[src/rtl/alu_ctrl_if.sv]
// Handshake bundle between decode, the ALU control stage and execute.
// The slave view belongs to alu_ctrl, the master view to its surroundings.
interface alu_ctrl_if #(
    parameter int IW  = 32,
    parameter int OPW = 4
);
    logic           in_valid;
    logic           in_ready;
    logic [IW-1:0]  instr;
    logic           out_valid;
    logic           out_ready;
    logic [OPW-1:0] aluop;
    logic           use_imm;
    logic           is_branch;
    logic           illegal;

    modport slave (
        input  in_valid, instr, out_ready,
        output in_ready, out_valid, aluop, use_imm, is_branch, illegal
    );

    modport master (
        output in_valid, instr, out_ready,
        input  in_ready, out_valid, aluop, use_imm, is_branch, illegal
    );
endinterface

[src/rtl/alu_ctrl.sv]
// RV64I ALU control: decodes an instruction word into ALU op and operand
// flags behind a registered output with a one-entry skid buffer.
module alu_ctrl #(
    parameter int IW  = 32,
    parameter int OPW = 4
) (
    input  logic       clk,
    input  logic       rst,
    alu_ctrl_if.slave  bus
);
    typedef struct packed {
        logic [OPW-1:0] aluop;
        logic           use_imm;
        logic           is_branch;
        logic           illegal;
    } dec_t;

    localparam logic [1:0] EMPTY = 2'b00;
    localparam logic [1:0] ONE   = 2'b01;
    localparam logic [1:0] FULL  = 2'b11;

    localparam logic [6:0] OP_R  = 7'b0110011;
    localparam logic [6:0] OP_I  = 7'b0010011;
    localparam logic [6:0] OP_LD = 7'b0000011;
    localparam logic [6:0] OP_ST = 7'b0100011;
    localparam logic [6:0] OP_BR = 7'b1100011;

    localparam logic [OPW-1:0] ALU_AND  = 4'b0000;
    localparam logic [OPW-1:0] ALU_OR   = 4'b0001;
    localparam logic [OPW-1:0] ALU_ADD  = 4'b0010;
    localparam logic [OPW-1:0] ALU_SUB  = 4'b0110;
    localparam logic [OPW-1:0] ALU_NONE = 4'b1111;

    localparam dec_t DEC_ILL = '{ALU_NONE, 1'b0, 1'b0, 1'b1};
    localparam dec_t DEC_RST = '{ALU_NONE, 1'b0, 1'b0, 1'b0};

    logic [1:0] state_q, state_d;
    dec_t       m_q, m_d;
    dec_t       s_q, s_d;
    dec_t       dec;

    logic [6:0] opcode;
    logic [2:0] f3;
    logic [6:0] f7;
    logic       accept;
    logic       consume;
    logic       unused_instr;

    assign opcode = bus.instr[6:0];
    assign f3     = bus.instr[14:12];
    assign f7     = bus.instr[31:25];

    // Register numbers and immediates never influence the ALU control word.
    assign unused_instr = ^{bus.instr[24:15], bus.instr[11:7]};

    function automatic dec_t legal(logic [OPW-1:0] op, logic imm, logic br);
        return '{op, imm, br, 1'b0};
    endfunction

    // Combinational decode of the incoming word; unknown encodings fall to ILL.
    always_comb begin
        dec = DEC_ILL;
        unique case (opcode)
            OP_R: begin
                if (f7 == 7'b0000000 || f7 == 7'b0100000) begin
                    unique case (f3)
                        3'b000:  dec = legal(f7[5] ? ALU_SUB : ALU_ADD, 1'b0, 1'b0);
                        3'b111:  dec = legal(ALU_AND, 1'b0, 1'b0);
                        3'b110:  dec = legal(ALU_OR, 1'b0, 1'b0);
                        default: dec = DEC_ILL;
                    endcase
                end
            end
            OP_I: begin
                unique case (f3)
                    3'b000:  dec = legal(ALU_ADD, 1'b1, 1'b0);
                    3'b111:  dec = legal(ALU_AND, 1'b1, 1'b0);
                    3'b110:  dec = legal(ALU_OR, 1'b1, 1'b0);
                    default: dec = DEC_ILL;
                endcase
            end
            OP_LD, OP_ST: dec = legal(ALU_ADD, 1'b1, 1'b0);
            OP_BR: begin
                if (f3 == 3'b000 || f3 == 3'b001) begin
                    dec = legal(ALU_SUB, 1'b0, 1'b1);
                end
            end
            default: dec = DEC_ILL;
        endcase
    end

    assign bus.in_ready  = (state_q != FULL);
    assign bus.out_valid = (state_q != EMPTY);
    assign bus.aluop     = m_q.aluop;
    assign bus.use_imm   = m_q.use_imm;
    assign bus.is_branch = m_q.is_branch;
    assign bus.illegal   = m_q.illegal;

    assign accept  = bus.in_valid && bus.in_ready;
    assign consume = bus.out_valid && bus.out_ready;

    // Main/skid occupancy: new words land in M unless M is stalled, then in S.
    always_comb begin
        state_d = state_q;
        m_d     = m_q;
        s_d     = s_q;
        unique case (state_q)
            EMPTY: begin
                if (accept) begin
                    m_d     = dec;
                    state_d = ONE;
                end
            end
            ONE: begin
                if (consume && accept) begin
                    m_d = dec;
                end else if (consume) begin
                    state_d = EMPTY;
                end else if (accept) begin
                    s_d     = dec;
                    state_d = FULL;
                end
            end
            FULL: begin
                if (consume) begin
                    m_d     = s_q;
                    state_d = ONE;
                end
            end
            default: state_d = EMPTY;
        endcase
    end

    // State and payload registers; reset discards both entries.
    always_ff @(posedge clk) begin
        if (rst) begin
            state_q <= EMPTY;
            m_q     <= DEC_RST;
            s_q     <= DEC_RST;
        end else begin
            state_q <= state_d;
            m_q     <= m_d;
            s_q     <= s_d;
        end
    end
endmodule

[src/flat_wrapper.sv]
// flat-port wrapper written by rule: the top's interface ports become plain ports
module alu_ctrl_flat 
#(
    parameter int IW  = 32,
    parameter int OPW = 4
)
  (clk, rst, bus_in_valid, bus_instr, bus_out_ready, bus_in_ready, bus_out_valid, bus_aluop, bus_use_imm, bus_is_branch, bus_illegal);
  alu_ctrl_if #(.IW(IW), .OPW(OPW)) bus_i ();
  input  logic clk;
  input  logic rst;
  input wire logic [$bits(bus_i.in_valid)-1:0] bus_in_valid;
  input wire logic [$bits(bus_i.instr)-1:0] bus_instr;
  input wire logic [$bits(bus_i.out_ready)-1:0] bus_out_ready;
  output wire logic [$bits(bus_i.in_ready)-1:0] bus_in_ready;
  output wire logic [$bits(bus_i.out_valid)-1:0] bus_out_valid;
  output wire logic [$bits(bus_i.aluop)-1:0] bus_aluop;
  output wire logic [$bits(bus_i.use_imm)-1:0] bus_use_imm;
  output wire logic [$bits(bus_i.is_branch)-1:0] bus_is_branch;
  output wire logic [$bits(bus_i.illegal)-1:0] bus_illegal;
  assign bus_i.in_valid = bus_in_valid;
  assign bus_i.instr = bus_instr;
  assign bus_i.out_ready = bus_out_ready;
  assign bus_in_ready = bus_i.in_ready;
  assign bus_out_valid = bus_i.out_valid;
  assign bus_aluop = bus_i.aluop;
  assign bus_use_imm = bus_i.use_imm;
  assign bus_is_branch = bus_i.is_branch;
  assign bus_illegal = bus_i.illegal;
  alu_ctrl #(.IW(IW), .OPW(OPW)) u_core (.clk(clk), .rst(rst), .bus(bus_i));
endmodule
[config.mk]
export PLATFORM = sky130hd
export DESIGN_NAME = alu_ctrl_flat
export DESIGN_NICKNAME = d
export VERILOG_FILES = /design/src/rtl/alu_ctrl_if.sv /design/src/rtl/alu_ctrl.sv /design/src/flat_wrapper.sv
export SDC_FILE = /design/constraint.sdc
export NUM_CORES = 1
export LEC_CHECK = 0
export CAP_MARGIN = 5
export CORE_MARGIN = 2
export CORE_UTILIZATION = 37
export CTS_CLUSTER_DIAMETER = 50
export DETAILED_ROUTE_END_ITERATION = 6
export GPL_ROUTABILITY_DRIVEN = 0
export GPL_TIMING_DRIVEN = 1
export PLACE_DENSITY = 0.73
export SLEW_MARGIN = 5
export SYNTH_ARGS = -nofsm -noshare
export SYNTH_HDL_FRONTEND = slang
export SYNTH_SLANG_ARGS = --single-unit
export TNS_END_PERCENT = 100
[constraint.sdc]
create_clock -name clk -period 2 [get_ports clk]
set_clock_uncertainty 0.2 [all_clocks]
set_input_delay 0.4 -clock clk [delete_from_list [all_inputs] [get_ports clk]]
set_output_delay 0.4 -clock clk [all_outputs]
set_load 0.01 [all_outputs]
==> impl_metrics.csv <==
group,metric,value,unit
run_status,status,"completed",
setup_path,crit_arrival,1.96,ns
clock_network,root_buffer,"clkbuf_4",
sta,hold_violations,0,
detailed_routing,wirelength,2700,um
final_layout,final_cell_mix,"buf_4 (21), clkdlybuf4s50_1 (20), nor2_1 (16)",
yosys,synth_area_per_cell,8.49,um2
clock_network,clockBufferDepth,2,
detailed_routing,viasPerCell,5.39,
sta,fmax,510,MHz
floorplanning,rows,18,
final_layout,area_delta_synth_final,54.0,%
detailed_routing,vias,1052,
yosys,synth_flop_cell,"dfxtp_1",
hold_path,hp-class,"reg2reg",
final_layout,drive_gt1_frac,0.279,
final_layout,fin_nets,206,
sta,relSlewSlack,0.644,
global_routing,grt_max_degree,16,
detailed_routing,drc,0,
setup_path,cp_top_family,"compound AO/OA/AOI/OAI gates",
clock_network,cts_tree,"yes",
clock_network,clkTransAtPathRegs,0.09,ns
floorplanning,die_w,55.8,um
setup_path,timing.critical_path.buf_inv,1,
clock_network,cts_sinks,16,
floorplanning,die_y,55.8,um
place,place_ws,-0.616,ns
clock_network,cts_buffers,3,
final_layout,design_area,1530,um2
setup_path,end_kind,"flip-flop",
yosys,synth.top_cell.area_share,0.322,
global_routing,track_usage,0.173,
sta,setup_viol,0,
floorplanning,io_pins,45,
yosys,synth.cell_area,993,um2
setup_path,startpoint_type,"input port",
place,io_buffers,29,
yosys,synth_edf_count,0,
sta,slew_viol_final,0,
yosys,synthCells,117,
final_layout,final_common_cell,"buf_4",
floorplanning,core,2500,um2
setup_path,cp.required,2.00,ns
clock_network,hold_buffers,0,
place,dpl-instance-area,1430,um2
yosys,yosysSeqAreaShare,0.322,
global_routing,grt-ovfl-total,0,
global_routing,grt_first_pass_wirelength,4440,um
detailed_routing,ant_nets,0,
global_routing,antenna_found_initial,0,
clock_network,clkLatencyLatePin,0.29,ns
detailed_routing,drt-initial-drc-count,35,
flow_run,max_cap_viol_count,0,
yosys,yosys_warnings,0,
clock_network,cts_max_level,1,
yosys,syn-num-nets,157,
sta,worst_slack,0.0381,ns
power_and_ir_drop,ir_drop,0.624,mV
yosys,synth-seq-cells,16,
power_and_ir_drop,p_leak,0.000625,uW
setup_path,worstPathCellList,"clkdlybuf4s15_1, or4_1, o31a_1, o31ai_2, o21ai_1, o31a_1",
floorplanning,start_util,0.397,
setup_path,cp_max_fo,4,
sta,fin_crit_sh,0.981,
final_layout,diodes,0,
setup_path,critPathKind,"in2reg",
setup_path,cp_common_cell,"o31a_1",
floorplanning,die_area,3120,um2
yosys,yosysUniqueCellTypes,38,
place,hpwl,2020,um
detailed_routing,routedWlPerCell,13.8,um
detailed_routing,drt_pass1_iterations,4,
setup_path,max_stage_delay,0.48,ns
sta,fin_crit,1.96,ns
sta,worst_pin_slew,0.532,ns
yosys,ys_top_cells_by_area,"dfxtp_1 (32%), nor2_1 (6.0%), ha_1 (5.0%), a21oi_1 (4.5%), nor4_4 (4.3%)",
power_and_ir_drop,cellPowerDensity,833,nW/um2
yosys,async_flop_share,0,
global_routing,grt_pass1_vias,1028,
setup_path,critPathSlowestCell,"or4_1",
yosys,yosys.area.top_type,"dfxtp_1",
## layout make-up
type | count | area, um2
clock buffers | 4 | 36.3
fillers | 221 | 970
flip-flops and latches | 16 | 323
repair buffers | 50 | 442
multi-input cells | 90 | 673
well taps | 30 | 37.5
inverters | 5 | 18.8
## cell usage after synthesis (4+ instances only)
master	n
a21oi_1	9
dfxtp_1	16
ha_1	4
inv_1	4
nand2_1	5
nor2_1	16
nor3_1	5
nor4_1	5
o21bai_1	4
## worst paths after layout
| kind | cells past startpoint | slack (ns) | endpoint | start |
|---|---|---|---|---|
| worst min register to register | 2 | 0.28 | u_core.bus.aluop[3] | u_core.bus.aluop[3] |
| worst max register to register | 7 | 0.10 | u_core.bus.illegal | u_core.state_q[0] |
| worst min-delay path | 2 | 0.28 | u_core.bus.aluop[3] | u_core.bus.aluop[3] |
| worst max-delay path | 6 | 0.04 | u_core.bus.aluop[0] | bus_instr[28] |
## worst reg2reg max path, delay by kind of cell (launching register included)
family	cells	cell delay [ns]
AO/OA/AOI/OAI	3	0.58
flip-flops	1	0.36
AND/OR/NAND/NOR	1	0.17
buffers and inverters	2	0.26
adder cells (fa/ha/maj)	1	0.25
## sequential cells by signal (all words and copies together), names as in the netlist
| name | cells |
|---|---|
| u_core.bus.use_imm | 1 |
| u_core.bus.illegal | 1 |
| u_core.state_q | 2 |
| u_core.bus.aluop | 4 |
| u_core.s_q | 7 |
| u_core.bus.is_branch | 1 |
## kinds of logic after synthesis
logic type | Yosys count | share of synthesized area
and+or+nand+nor | 49 | 0.307
DFF | 16 | 0.322
adders and majority gates | 4 | 0.0504
buffers and inverters | 11 | 0.0642
AOI/OAI and AO/OA | 37 | 0.256
## repair_timing
item                                    CTS  global route
endpoints found under the setup margin   12             8
resized for setup                        19             8
pin swaps                                13             5
buffers inserted                          0             1
## report_power, final
part	leakage (uW)	internal, uW	switching (uW)
clock	0.0000210	111	105
combinational	0.000472	332	302
sequential	0.000132	387	38.1
total	0.000625	830	445
## per-layer routing
layer | track usage | up-vias | wire length, um
met3 | 0.0558 | 4 | 151
met5 | 0 | - | 0
met2 | 0.303 | 30 | 1430
li1 | - | 531 | -
met1 | 0.195 | 487 | 1080
met4 | 0.0646 | 0 | 32
## through the flow
step / util / setup TNS [ns] / cells / power (uW) / hold slack, ns
6_report: 0.612 / 0 / 195 / 1280 / 0.285
5_1_grt: 0.612 / -0.0774 / 195 / 1370 / 0.308
4_1_cts: 0.592 / 0 / 194 / 1260 / 0.292
3_5_place_dp: 0.571 / -5.66 / 190 / 1040 / 0.269
3_3_place_gp: 0.571 / -5.31 / 190 / 1020 / 0.254
2_1_floorplan: - / -0.703 / 117 / 755 / 0.236
No activity file was read; power rests on OpenSTA's default activity.
